**src/rtl/wb_arbiter_if.sv**
```systemverilog
// wb_arbiter_if: bundles the ALU result port, the memory load port and the
// register-file write port of the writeback arbiter.
//   slave  - seen by the arbiter
//   master - seen by the producers / register file side (or a testbench)
interface wb_arbiter_if #(
  parameter int FIFO_DEPTH = 2
);
  localparam int CountWidth = $clog2(FIFO_DEPTH) + 1;

  // ALU result source
  logic                  alu_valid;
  logic [4:0]            alu_rd;
  logic [63:0]           alu_data;
  logic                  alu_ready;

  // Memory (load) result source
  logic                  mem_valid;
  logic [4:0]            mem_rd;
  logic [63:0]           mem_data;
  logic [2:0]            mem_addr_lo;
  logic [1:0]            mem_size;
  logic                  mem_unsigned;
  logic                  mem_ready;

  // Register-file write port
  logic                  regWrite;
  logic [4:0]            writeReg;
  logic [63:0]           writeData_R;

  // Status
  logic [CountWidth-1:0] fifo_count;

  modport slave (
    input  alu_valid, alu_rd, alu_data,
    input  mem_valid, mem_rd, mem_data, mem_addr_lo, mem_size, mem_unsigned,
    output alu_ready, mem_ready,
    output regWrite, writeReg, writeData_R, fifo_count
  );

  modport master (
    output alu_valid, alu_rd, alu_data,
    output mem_valid, mem_rd, mem_data, mem_addr_lo, mem_size, mem_unsigned,
    input  alu_ready, mem_ready,
    input  regWrite, writeReg, writeData_R, fifo_count
  );
endinterface

```
**src/rtl/wb_arbiter.sv**
```systemverilog
// wb_arbiter: writeback stage feeding the 32x64 register file write port.
// Merges single-cycle ALU results with load results (buffered in a small FIFO,
// then byte-aligned and sign/zero-extended) into one registered write per
// cycle. A starvation counter forces an ALU grant after STARVE_LIMIT cycles of
// waiting. Optional macro WB_RETIRE_CNT_EN adds a 64-bit retire_cnt output
// counting issued (non-x0) writes.
module wb_arbiter #(
  parameter int FIFO_DEPTH   = 2,
  parameter int STARVE_LIMIT = 4
) (
  input  logic        clk,
  input  logic        reset,
  wb_arbiter_if.slave bus
`ifdef WB_RETIRE_CNT_EN
  ,
  output logic [63:0] retire_cnt
`endif
);

  localparam int PtrWidth    = (FIFO_DEPTH > 1) ? $clog2(FIFO_DEPTH) : 1;
  localparam int CountWidth  = $clog2(FIFO_DEPTH) + 1;
  localparam int StarveWidth = $clog2(STARVE_LIMIT + 1);

  typedef struct packed {
    logic [4:0]  rd;
    logic [63:0] data;
    logic [2:0]  addrLo;
    logic [1:0]  size;
    logic        isUnsigned;
  } memEntry_t;

  memEntry_t              fifoMem [FIFO_DEPTH];
  logic [PtrWidth-1:0]    wrPtr;
  logic [PtrWidth-1:0]    rdPtr;
  logic [CountWidth-1:0]  fifoCount;
  logic [StarveWidth-1:0] starveCnt;

  logic                   memReady;
  logic                   pushEn;
  logic                   forceAlu;
  logic                   grantMem;
  logic                   grantAlu;

  memEntry_t              headEntry;
  logic [63:0]            shiftedData;
  logic [63:0]            loadData;
  logic [4:0]             winRd;
  logic [63:0]            winData;

  logic                   regWriteQ;
  logic [4:0]             writeRegQ;
  logic [63:0]            writeDataQ;

  // Handshakes and arbitration derive only from registered state and alu_valid;
  // everything is held off while reset is asserted.
  assign memReady = reset && (fifoCount != CountWidth'(FIFO_DEPTH));
  assign pushEn   = bus.mem_valid && memReady;
  assign forceAlu = bus.alu_valid && (starveCnt == StarveWidth'(STARVE_LIMIT));
  assign grantMem = reset && (fifoCount != '0) && !forceAlu;
  assign grantAlu = reset && bus.alu_valid && !grantMem;

  assign headEntry   = fifoMem[rdPtr];
  assign shiftedData = headEntry.data >> {headEntry.addrLo, 3'b000};

  // Keep the low 1/2/4/8 bytes of the aligned load and extend to 64 bits.
  always_comb begin
    loadData = shiftedData;
    case (headEntry.size)
      2'd0: loadData = {{56{shiftedData[7]  & ~headEntry.isUnsigned}}, shiftedData[7:0]};
      2'd1: loadData = {{48{shiftedData[15] & ~headEntry.isUnsigned}}, shiftedData[15:0]};
      2'd2: loadData = {{32{shiftedData[31] & ~headEntry.isUnsigned}}, shiftedData[31:0]};
      default: loadData = shiftedData;
    endcase
  end

  // Select the granted result for the output register.
  always_comb begin
    winRd   = bus.alu_rd;
    winData = bus.alu_data;
    if (grantMem) begin
      winRd   = headEntry.rd;
      winData = loadData;
    end
  end

  // FIFO storage: payload only, validity is tracked by pointers and count.
  always_ff @(posedge clk) begin
    if (pushEn) begin
      fifoMem[wrPtr] <= '{rd: bus.mem_rd, data: bus.mem_data, addrLo: bus.mem_addr_lo,
                          size: bus.mem_size, isUnsigned: bus.mem_unsigned};
    end
  end

  // FIFO pointers and occupancy; a pop is exactly a memory grant.
  always_ff @(posedge clk or negedge reset) begin
    if (!reset) begin
      wrPtr     <= '0;
      rdPtr     <= '0;
      fifoCount <= '0;
    end else begin
      if (pushEn)   wrPtr <= wrPtr + PtrWidth'(1);
      if (grantMem) rdPtr <= rdPtr + PtrWidth'(1);
      case ({pushEn, grantMem})
        2'b10:   fifoCount <= fifoCount + CountWidth'(1);
        2'b01:   fifoCount <= fifoCount - CountWidth'(1);
        default: fifoCount <= fifoCount;
      endcase
    end
  end

  // Count consecutive cycles the ALU waits; saturate at the limit.
  always_ff @(posedge clk or negedge reset) begin
    if (!reset) begin
      starveCnt <= '0;
    end else if (bus.alu_valid && !grantAlu) begin
      if (starveCnt != StarveWidth'(STARVE_LIMIT)) starveCnt <= starveCnt + StarveWidth'(1);
    end else begin
      starveCnt <= '0;
    end
  end

  // Register-file write register; x0 writes are consumed but not enabled.
  always_ff @(posedge clk or negedge reset) begin
    if (!reset) begin
      regWriteQ  <= 1'b0;
      writeRegQ  <= '0;
      writeDataQ <= '0;
    end else if (grantMem || grantAlu) begin
      regWriteQ  <= (winRd != 5'd0);
      writeRegQ  <= winRd;
      writeDataQ <= winData;
    end else begin
      regWriteQ  <= 1'b0;
    end
  end

`ifdef WB_RETIRE_CNT_EN
  // Count every write that actually asserts regWrite (wraps naturally).
  always_ff @(posedge clk or negedge reset) begin
    if (!reset) begin
      retire_cnt <= '0;
    end else if ((grantMem || grantAlu) && (winRd != 5'd0)) begin
      retire_cnt <= retire_cnt + 64'd1;
    end
  end
`endif

  assign bus.alu_ready   = grantAlu;
  assign bus.mem_ready   = memReady;
  assign bus.regWrite    = regWriteQ;
  assign bus.writeReg    = writeRegQ;
  assign bus.writeData_R = writeDataQ;
  assign bus.fifo_count  = fifoCount;

endmodule
```
**src/flat_wrapper.sv**
```systemverilog
// flat-port wrapper written by rule: the top's interface ports become plain ports
module wb_arbiter_flat 
#(
  parameter int FIFO_DEPTH   = 2,
  parameter int STARVE_LIMIT = 4
)
  (clk, reset, bus_alu_valid, bus_alu_rd, bus_alu_data, bus_mem_valid, bus_mem_rd, bus_mem_data, bus_mem_addr_lo, bus_mem_size, bus_mem_unsigned, bus_alu_ready, bus_mem_ready, bus_regWrite, bus_writeReg, bus_writeData_R, bus_fifo_count);
  wb_arbiter_if #(.FIFO_DEPTH(FIFO_DEPTH)) bus_i ();
  input  logic clk;
  input  logic reset;
  input wire logic [$bits(bus_i.alu_valid)-1:0] bus_alu_valid;
  input wire logic [$bits(bus_i.alu_rd)-1:0] bus_alu_rd;
  input wire logic [$bits(bus_i.alu_data)-1:0] bus_alu_data;
  input wire logic [$bits(bus_i.mem_valid)-1:0] bus_mem_valid;
  input wire logic [$bits(bus_i.mem_rd)-1:0] bus_mem_rd;
  input wire logic [$bits(bus_i.mem_data)-1:0] bus_mem_data;
  input wire logic [$bits(bus_i.mem_addr_lo)-1:0] bus_mem_addr_lo;
  input wire logic [$bits(bus_i.mem_size)-1:0] bus_mem_size;
  input wire logic [$bits(bus_i.mem_unsigned)-1:0] bus_mem_unsigned;
  output wire logic [$bits(bus_i.alu_ready)-1:0] bus_alu_ready;
  output wire logic [$bits(bus_i.mem_ready)-1:0] bus_mem_ready;
  output wire logic [$bits(bus_i.regWrite)-1:0] bus_regWrite;
  output wire logic [$bits(bus_i.writeReg)-1:0] bus_writeReg;
  output wire logic [$bits(bus_i.writeData_R)-1:0] bus_writeData_R;
  output wire logic [$bits(bus_i.fifo_count)-1:0] bus_fifo_count;
  assign bus_i.alu_valid = bus_alu_valid;
  assign bus_i.alu_rd = bus_alu_rd;
  assign bus_i.alu_data = bus_alu_data;
  assign bus_i.mem_valid = bus_mem_valid;
  assign bus_i.mem_rd = bus_mem_rd;
  assign bus_i.mem_data = bus_mem_data;
  assign bus_i.mem_addr_lo = bus_mem_addr_lo;
  assign bus_i.mem_size = bus_mem_size;
  assign bus_i.mem_unsigned = bus_mem_unsigned;
  assign bus_alu_ready = bus_i.alu_ready;
  assign bus_mem_ready = bus_i.mem_ready;
  assign bus_regWrite = bus_i.regWrite;
  assign bus_writeReg = bus_i.writeReg;
  assign bus_writeData_R = bus_i.writeData_R;
  assign bus_fifo_count = bus_i.fifo_count;
  wb_arbiter #(.FIFO_DEPTH(FIFO_DEPTH), .STARVE_LIMIT(STARVE_LIMIT)) u_core (.clk(clk), .reset(reset), .bus(bus_i));
endmodule
```
**config.mk**
```make
export PLATFORM = sky130hd
export DESIGN_NAME = wb_arbiter_flat
export DESIGN_NICKNAME = d
export VERILOG_FILES = /design/src/rtl/wb_arbiter_if.sv /design/src/rtl/wb_arbiter.sv /design/src/flat_wrapper.sv
export SDC_FILE = /design/constraint.sdc
export NUM_CORES = 1
export LEC_CHECK = 0
export BUFFER_PORTS_ARGS = -buffer_cell sky130_fd_sc_hd__buf_2
export CORE_ASPECT_RATIO = 1.25
export CORE_UTILIZATION = 57
export CTS_BUF_LIST = sky130_fd_sc_hd__clkbuf_4 sky130_fd_sc_hd__clkbuf_8
export CTS_CLUSTER_SIZE = 20
export DETAILED_ROUTE_END_ITERATION = 8
export GPL_TIMING_DRIVEN = 0
export PLACE_DENSITY = 0.94
export SETUP_SLACK_MARGIN = 0.5
export SYNTH_ARGS = -nofsm -noshare
export SYNTH_HDL_FRONTEND = slang
export SYNTH_SLANG_ARGS = --single-unit
```
**constraint.sdc**
```tcl
create_clock -name clk -period 5.34 [get_ports clk]
set_clock_uncertainty 0.05 [all_clocks]
set_input_delay 0.534 -clock clk [delete_from_list [all_inputs] [get_ports clk]]
set_output_delay 0.534 -clock clk [all_outputs]
set_load 0.01 [all_outputs]
```
-- Word level (Yosys, flattened, before mapping)
Memory sizes are Yosys's and may differ from the RTL's.
Cells that the tools add are included.
Widths: inputs -> output; s select.
- register bits after elaboration: 77
- bits in writable memories: 150
- input bits: 148
- output and inout port bits: 74
- logic and storage cells: 51
- memories: 1
- memories (name ; words ; bits a word ; rd ports ; clocked after memory_dff ; wr ports ; RTL line ; RTL):
    u_core.fifoMem ; 2 ; 75 ; 1 ; 0 ; 1 ; wb_arbiter.sv:32 ; memEntry_t fifoMem [FIFO_DEPTH];
- add/sub/neg operators: 5
- eq/ne operators: 8
- shift operators: 1
- muxes and demuxes: 9
- bitwise logic cells: 4
- reductions and logical operators: 16
- operator list (cell ; count):
    $pmux 64 s3 ; 1
    $mux 64 ; 1
    $shr 64x6->64 ; 1
    $logic_and 1x1->1 ; 8
    $mux 3 ; 2
    $mux 5 ; 1
    $reduce_bool 5->1 ; 1
    $eq 2x1->1 const B ; 2
    $eq 2x2->1 const B ; 2
    $ne 2x2->1 const B ; 2
    $pmux 2 s2 ; 1
    $reduce_bool 2->1 ; 2
    $add 3x1->3 const B ; 1
    $and 1x1->1 ; 3
    $eq 3x3->1 const B ; 1
    $logic_not 1->1 ; 3
    $mux 1 ; 3
    $ne 3x3->1 const B ; 1
    $add 1x1->1 const B ; 2
    $add 2x1->2 const B ; 1
    $logic_not 2->1 ; 1
    $sub 2x1->2 const B ; 1
    $logic_or 1x1->1 ; 1
    $not 1->1 ; 1

-- Longest topological paths before layout
Gate-level depths: netlist of run 1.
- word-level depth: 9
- depth in mapped cells: 11
- mapped depth without buffers: 9

-- Least setup slack after synthesis of run 1
No wires, ideal clock.
- kind: register to register
- start: register u_core.fifoCount[0] (netlist: u_core.bus.fifo_count[0])
- end: memory u_core.fifoMem[0][0] in the netlist's numbering (enable)
- setup time: 509 ps
- data arrival time: 4404 ps
- data required time: 4781 ps
- slack: 377 ps
- stages on the path, launching flop included: 6
- path buffers: 1
- clock period less this slack: 4963 ps
- cell sequence: dfrtp_1 > clkbuf_1 > inv_1 > a21boi_0 > nand2_1 > nor2_1
- longest elaborated chain between the ends: 5
- ends and longest elaborated chain (item ; RTL line ; RTL):
    start, declared ; wb_arbiter.sv:35 ; logic [CountWidth-1:0] fifoCount;
    start signal, assigned ; wb_arbiter.sv:104 ; 2'b10: fifoCount <= fifoCount + CountWidth'(1);
    start signal, assigned ; wb_arbiter.sv:105 ; 2'b01: fifoCount <= fifoCount - CountWidth'(1);
    start signal, assigned ; wb_arbiter.sv:106 ; default: fifoCount <= fifoCount;
    $ne 2x2->1 ; wb_arbiter.sv:56 ; assign memReady = reset && (fifoCount != CountWidth'(FIFO_DEPTH));
    $logic_and 1x1->1 ; wb_arbiter.sv:56 ;
    named net bus_mem_ready ; flat_wrapper.sv:21 ; output wire logic [$bits(bus_i.mem_ready)-1:0] bus_mem_ready;
    $logic_and 1x1->1 ; wb_arbiter.sv:57 ; assign pushEn = bus.mem_valid && memReady;
    $mux 1 ; wb_arbiter.sv:88 ; if (pushEn) begin
    $mux 1 (implied by the code) ; wb_arbiter.sv:89 ; fifoMem[wrPtr] <= '{rd: bus.mem_rd, data: bus.mem_data, addrLo: bus.mem_addr_lo,
    end, declared ; wb_arbiter.sv:32 ;
The timed path passes the listed nets, and every way through them passes these cells.

-- Final worst setup path of run 1
- start: input port reset
- end: output port bus_alu_ready
- longest elaborated chain between the ends: 4
- elaborated cells between the ends (all ways): 5
- classes of those cells: 5 x reduce/logical
- ends and longest elaborated chain (item ; RTL line ; RTL):
    start, declared ; flat_wrapper.sv:10 ; input logic reset;
    $logic_and 1x1->1 (2 in a row) ; wb_arbiter.sv:59 ; assign grantMem = reset && (fifoCount != '0) && !forceAlu;
    $logic_not 1->1 ; wb_arbiter.sv:60 ; assign grantAlu = reset && bus.alu_valid && !grantMem;
    $logic_and 1x1->1 * ; wb_arbiter.sv:60 ;
    end, declared ; flat_wrapper.sv:20 ; output wire logic [$bits(bus_i.alu_ready)-1:0] bus_alu_ready;
Mark *: on every way between the ends. The rest lies on a longest branch, timed or not.

==> impl_metrics.env, run 1 <==
export IMPL_cts_repair_resized=0
export IMPL_syn_nets=1082
export IMPL_syn_area_um2=11100
export IMPL_firstDrtPassIters=6
export IMPL_min_from="bus_mem_data[47]"
export IMPL_core_area_um2=18900
export IMPL_synth_async_reset_ratio=0.339
export IMPL_vias=9388
export IMPL_n_fill_cell=1283
export IMPL_reg2reg_from="u_core.fifoMem[1][3]"
export IMPL_hold_path_end="u_core.fifoMem[0][53]"
export IMPL_cp_common_cell="clkbuf_1"
export IMPL_first_iter_violations=1195
export IMPL_grt_pass1_wl_um=52300
export IMPL_synth_edff_count=150
export IMPL_timing_fmax_mhz=259
export IMPL_worstSetupPathType="input pin to output pin"
export IMPL_tightest_slew_ns=1.25
export IMPL_use_met1=0.419
export IMPL_rows=56
export IMPL_grt_pass1_vias=9184
export IMPL_maxSlewViolCount=0
export IMPL_multiInputGateArea_um2=4220
export IMPL_reg2reg_slack_ns=1.69
export IMPL_rsz0062_at_grt="no"
export IMPL_p_leak_nw=5.50
export IMPL_antenna_found_initial=1
export IMPL_io_pins=222
export IMPL_fin_crit_ns=3.85
export IMPL_cts_sinks=227
export IMPL_fin_crit_sh=0.722
export IMPL_hpwlAfterDp_um=25500
export IMPL_port_buffers=221
export IMPL_yosysWarnings=0
export IMPL_min_delay_path_depth=1
export IMPL_synth_area_leaders="edfxtp_1 (41%), dfrtp_1 (17%), mux2i_1 (8.0%)"
export IMPL_use_met3=0.0818
export IMPL_die_width_um=127
export IMPL_dieArea_um2=20000
export IMPL_routed_wl_um=35000
export IMPL_maxSlewHeadroom=0.163
export IMPL_grt_max_degree=60
export IMPL_wire_per_inst_um=24.1
export IMPL_peakVddDrop_v=0.000275
export IMPL_outcome="finished, final reports clean"
export IMPL_synth_top_area_frac=0.407
export IMPL_grt_use_met2=0.600
export IMPL_slowest_stage="dlygate4sd3_1"
export IMPL_synth_common_cells="edfxtp_1 (150), mux2i_1 (89), nor2_1 (88)"
export IMPL_drv_cap=0
export IMPL_place_congestion=0.950
export IMPL_busiest_layer="met2"
export IMPL_dp_cells=1389
export IMPL_dieHeight_um=158
export IMPL_htreeDepth=2
export IMPL_nets=1347
export IMPL_yosys_area_top_type="edfxtp_1"
export IMPL_crit_family="buffers and inverters"
export IMPL_cp_num_buf_inv=7
export IMPL_r2r_end="u_core.bus.writeData_R[1]"
export IMPL_setup_viol=0
export IMPL_drc=0
export IMPL_vias_per_cell=6.45
export IMPL_finalWorstSetupSlack_ns=1.49
export IMPL_final_cells=1456
export IMPL_dp_worst_setup_slack_ns=2.00
export IMPL_cp_end_kind="output pin"
export IMPL_cp_cell_sequence="dlygate4sd3_1 > buf_4 > buf_16 > o31a_1 > clkbuf_1 > nand2_1 > clkbuf_1 > inv_1 > buf_2"
export IMPL_synth_main_ff_cell="edfxtp_1"
export IMPL_critPathLaunchType="input pin"
export IMPL_clock_root_buffer="clkbuf_8"
export IMPL_cts_tree="built"
export IMPL_clockBufferDepth=3
export IMPL_required_ns=4.76
export IMPL_antenna_left=0
export IMPL_synthToLayoutAreaGrowth_pct=20.9
export IMPL_gr_usage_all_layers=0.353
export IMPL_clk_latency_ns=0.54
export IMPL_grt_overflow_total=0
export IMPL_seq_area_frac_synth=0.581
export IMPL_crit_fanout=59
export IMPL_syn_avg_cell_area_um2=11.9
export IMPL_finalHoldViolCount=0
export IMPL_cts_buffers=36
export IMPL_regArea_um2=6430
export IMPL_power_density_nw_per_um2=540
export IMPL_postSynthRegisterBits=227
export IMPL_drive_above_1_share=0.331
export IMPL_slowest_delay_ns=0.53
export IMPL_synth_cells=931
export IMPL_post_route_util=0.708
export IMPL_synth_most_common_cell="edfxtp_1"
export IMPL_clk_pin_slew_worst_paths_ns=0.07
export IMPL_min_path_type="input pin to flip-flop"
export IMPL_ys_types=60
export IMPL_worstRegToRegCells=8
export IMPL_initial_utilization=0.585
export IMPL_crit_arrival_ns=3.27
[per-layer routing]
| metal | vias up | share of wire |
|---|---|---|
| met1 | 4390 | 0.35 |
| met3 | 175 | 0.11 |
| met5 | - | 0 |
| li1 | 4044 | - |
| met2 | 779 | 0.48 |
| met4 | 0 | 0.057 |
[logic make-up after synthesis]
| kind of cell | after synthesis | share of synthesized area |
|---|---|---|
| and+or+nand+nor | 191 | 0.0694 |
| muxes | 148 | 0.143 |
| AOI/OAI and AO/OA | 273 | 0.159 |
| DFF | 227 | 0.581 |
| adders and majority gates | 3 | 0.00339 |
| xor gates and xnor gates | 6 | 0.00475 |
| buffers and inverters | 83 | 0.0393 |
[layout make-up]
type | count | area share
Inverter | 15 | 0.00421
Timing Repair Buffer | 227 | 0.0927
Clock inverter | 13 | 0.00860
Tap cell | 232 | 0.0217
Clock buffer | 52 | 0.0488
Multi-Input combinational cell | 621 | 0.315
Antenna cell | 1 | 0.000187
Sequential cell | 227 | 0.480
Buffer | 68 | 0.0283
[metrics by stage]
step	hold WS, ns	area [um^2]	total power [mW]	TNS [ns]
after floorplan	0.188	11100	4.44	0
after global placement	0.409	12500	5.41	-46.50
after detailed placement	0.416	12600	5.53	0
after CTS	0.126	13400	7.12	0
after global routing	0.117	13400	7.52	0
final	0.127	13400	7.23	0
[report_power, final]
part	switching, mW	internal (mW)	total (mW)
Combinational	1.91	1.16	3.06
Sequential	0.258	2.33	2.59
Clock	0.687	0.888	1.57
Total	2.85	4.37	7.23
[flip-flops by register name (all words and copies together) (netlist names)]
name and flops:
u_core.starveCnt 3, u_core.bus.fifo_count 2, u_core.bus.writeData_R 64, u_core.bus.regWrite 1, u_core.rdPtr 1, u_core.fifoMem 150
u_core.wrPtr 1, u_core.bus.writeReg 5
[layout by cell type, fill, tap and decap left out, drive strengths merged, types with 8 or more instances in the layout]
cell,count
o21ai,55
mux2i,92
o22ai,76
buf,267
nand2,82
clkbuf,79
edfxtp,150
inv,15
nor2,88
clkinv,10
a211oi,8
a21oi,87
dfrtp,77
mux2,56
[repair_timing]
action | in CTS | in global routing
endpoints found under the setup margin | 0 | 0
setup buffers | 0 | 0
hold endpoints to repair | 21 | 0
hold buffers | 1 | 0
[worst max-delay path by stage]
stage	endpoint	slack (ns)	depth (start not counted)	start
global route	bus_alu_ready	1.26	9	reset
floorplan	u_core.fifoMem[0][0]	1.63	5	u_core.bus.fifo_count[0]
CTS	bus_alu_ready	1.47	9	reset
detailed placement	bus_alu_ready	2.00	8	reset
global placement	u_core.fifoMem[0][61]	-0.49	4	reset
finish	bus_alu_ready	1.49	9	reset
Power figures use the tool's default switching activity.
==> run 2, diff against run 1 <==
clock period = 3.7 ns   (was 5.34 ns; I/O delays follow)
==> run 2 against run 1 <==
Effect of this change: utilization rose by 3.8 points; wire length up 6.6%; cell count rose by 4.9%; sequential share of layout area is 2.4 points lower; critical path depth decreased by 1; hold slack worse by 0.10 ns; final area grew 5.3%; flip-flop and latch count unchanged; combinational power rose by 48%; first-iteration DRC count grew 15%; die area unchanged; highest routed layer unchanged.
==> impl_metrics.env, run 2 (synthesized netlist as in run 1, its figures left out) <==
export IMPL_min_path_type="input pin to flip-flop"
export IMPL_tightest_slew_ns=1.37
export IMPL_dieHeight_um=158
export IMPL_timing_fmax_mhz=316
export IMPL_largest_reg_flops=150
export IMPL_drive_above_1_share=0.311
export IMPL_crit_arrival_ns=3.50
export IMPL_critPathLaunchType="flip-flop"
export IMPL_initial_utilization=0.585
export IMPL_wire_per_inst_um=24.4
export IMPL_clk_pin_slew_worst_paths_ns=0.08
export IMPL_clock_root_buffer="clkbuf_8"
export IMPL_worstRegToRegCells=8
export IMPL_drv_cap=0
export IMPL_cp_cell_sequence="buf_2 > buf_2 > buf_2 > mux2_2 > a21oi_1 > nor2_1 > o311ai_1 > a21oi_1"
export IMPL_fin_crit_sh=0.855
export IMPL_slowest_delay_ns=0.55
export IMPL_use_met3=0.0689
export IMPL_finalHoldViolCount=0
export IMPL_port_buffers=221
export IMPL_first_iter_violations=1374
export IMPL_required_ns=4.04
export IMPL_nets=1420
export IMPL_grt_overflow_total=0
export IMPL_rsz0062_at_grt="no"
export IMPL_clk_latency_ns=0.54
export IMPL_cts_tree="built"
export IMPL_layout_commonest_cell="buf_2"
export IMPL_cp_end_kind="flip-flop"
export IMPL_dp_worst_setup_slack_ns=0.445
export IMPL_htreeDepth=2
export IMPL_clockBufferDepth=3
export IMPL_grt_pass1_vias=9953
export IMPL_gr_usage_all_layers=0.376
export IMPL_busiest_layer="met2"
export IMPL_r2r_end="u_core.bus.writeData_R[1]"
export IMPL_min_delay_path_depth=2
export IMPL_cp_endpoint="u_core.bus.writeData_R[1]"
export IMPL_dieArea_um2=20000
export IMPL_die_width_um=127
export IMPL_regMostFlops="u_core.fifoMem"
export IMPL_place_congestion=0.972
export IMPL_core_area_um2=18900
export IMPL_synthToLayoutAreaGrowth_pct=27.4
export IMPL_worstSetupPathType="flip-flop to flip-flop"
export IMPL_post_cts_setup_buffers=0
export IMPL_drc=0
export IMPL_hpwlAfterDp_um=25300
export IMPL_power_density_nw_per_um2=739
export IMPL_placedInstanceArea_um2=12600
export IMPL_rows=56
export IMPL_routed_wl_um=37300
export IMPL_antenna_found_initial=1
export IMPL_n_fill_cell=1195
export IMPL_maxSlewViolCount=0
export IMPL_outcome="finished, final reports clean"
export IMPL_maxSlewHeadroom=0.0782
export IMPL_cts_sinks=227
export IMPL_reg2reg_slack_ns=0.53
export IMPL_slowest_stage="o311ai_1"
export IMPL_finalSetupTns_ns=0
export IMPL_startpoint="u_core.fifoMem[1][3]"
export IMPL_cts_buffers=34
export IMPL_grt_pass1_wl_um=55800
export IMPL_reg2reg_from="u_core.fifoMem[1][3]"
export IMPL_fin_crit_ns=3.17
export IMPL_p_leak_nw=5.78
export IMPL_setup_viol=0
export IMPL_vias_per_cell=6.45
export IMPL_firstDrtPassIters=8
export IMPL_finalWorstSetupSlack_ns=0.535
export IMPL_cp_common_cell="buf_2"
export IMPL_grt_max_degree=64
export IMPL_use_met1=0.445
export IMPL_io_pins=222
export IMPL_grt_use_met2=0.652
export IMPL_final_cell_mix="buf_2 (245), edfxtp_1 (150), mux2i_1 (89)"
export IMPL_peakVddDrop_v=0.000394
export IMPL_crit_fanout=10
export IMPL_vias=9853
export IMPL_antenna_left=0
export IMPL_final_cell_area_um2=14100
-- run 2: area by class of cell --
type,count,area [um^2],share of cell area
clock buffers,46,583,0.0413
repair buffers,302,1990,0.141
inverters,15,56.3,0.00399
well taps,232,290,0.0206
flip-flops and latches,227,6430,0.456
plain buffers,68,380,0.0270
clock inverters,15,118,0.00834
multi-input cells,621,4250,0.301
diodes,1,2.50,0.000177
-- run 2: metrics by stage --
step / utilization / hold WS [ns] / instances / power (mW)
6_report: 0.745 / 0.0270 / 1527 / 10.4
5_1_grt: 0.745 / 0.0157 / 1527 / 10.8
4_1_cts: 0.743 / 0.00250 / 1525 / 10.2
3_5_place_dp: 0.665 / 0.249 / 1388 / 7.96
3_3_place_gp: 0.659 / 0.408 / 1384 / 7.81
2_1_floorplan: - / 0.0244 / 931 / 6.40
-- run 2: worst max-delay path, delay by kind of cell (launching register included) --
kind | cells | cell delay (ns)
buf+inv | 3 | 1.08
compound gates | 3 | 1.00
flops | 1 | 0.43
mux | 1 | 0.39
simple gates | 1 | 0.07
-- run 2: timing repair --
item,4_1_cts,5_1_grt
setup endpoints to repair,4,5
hold buffers,76,1
gates resized for setup,4,6
endpoints found under the hold margin,166,2
pin swaps,0,0
-- run 2: worst min path at each step --
stage | start | to | slack, ns
2_1_floorplan | reset | u_core.bus.fifo_count[0] | 0.02
3_3_place_gp | u_core.bus.writeReg[2] | u_core.bus.writeReg[2] | 0.41
3_5_place_dp | reset | u_core.bus.writeData_R[7] | 0.25
4_1_cts | bus_mem_data[57] | u_core.fifoMem[0][63] | 0.002
5_1_grt | bus_mem_data[58] | u_core.fifoMem[1][64] | 0.02
6_report | bus_alu_data[7] | u_core.bus.writeData_R[7] | 0.03
-- run 2: per-layer routing --
metal | part of all wire | wire length, um
met1 | 0.35 | 12900
met3 | 0.11 | 3920
met4 | 0.053 | 1990
met5 | 0 | 0
met2 | 0.50 | 18500
-- run 2: power by group --
part / switching, mW / leakage, nW / internal (mW)
logic: 2.81 / 3.12 / 1.73
clock network: 1.00 / 0.367 / 1.17
registers: 0.358 / 2.30 / 3.36
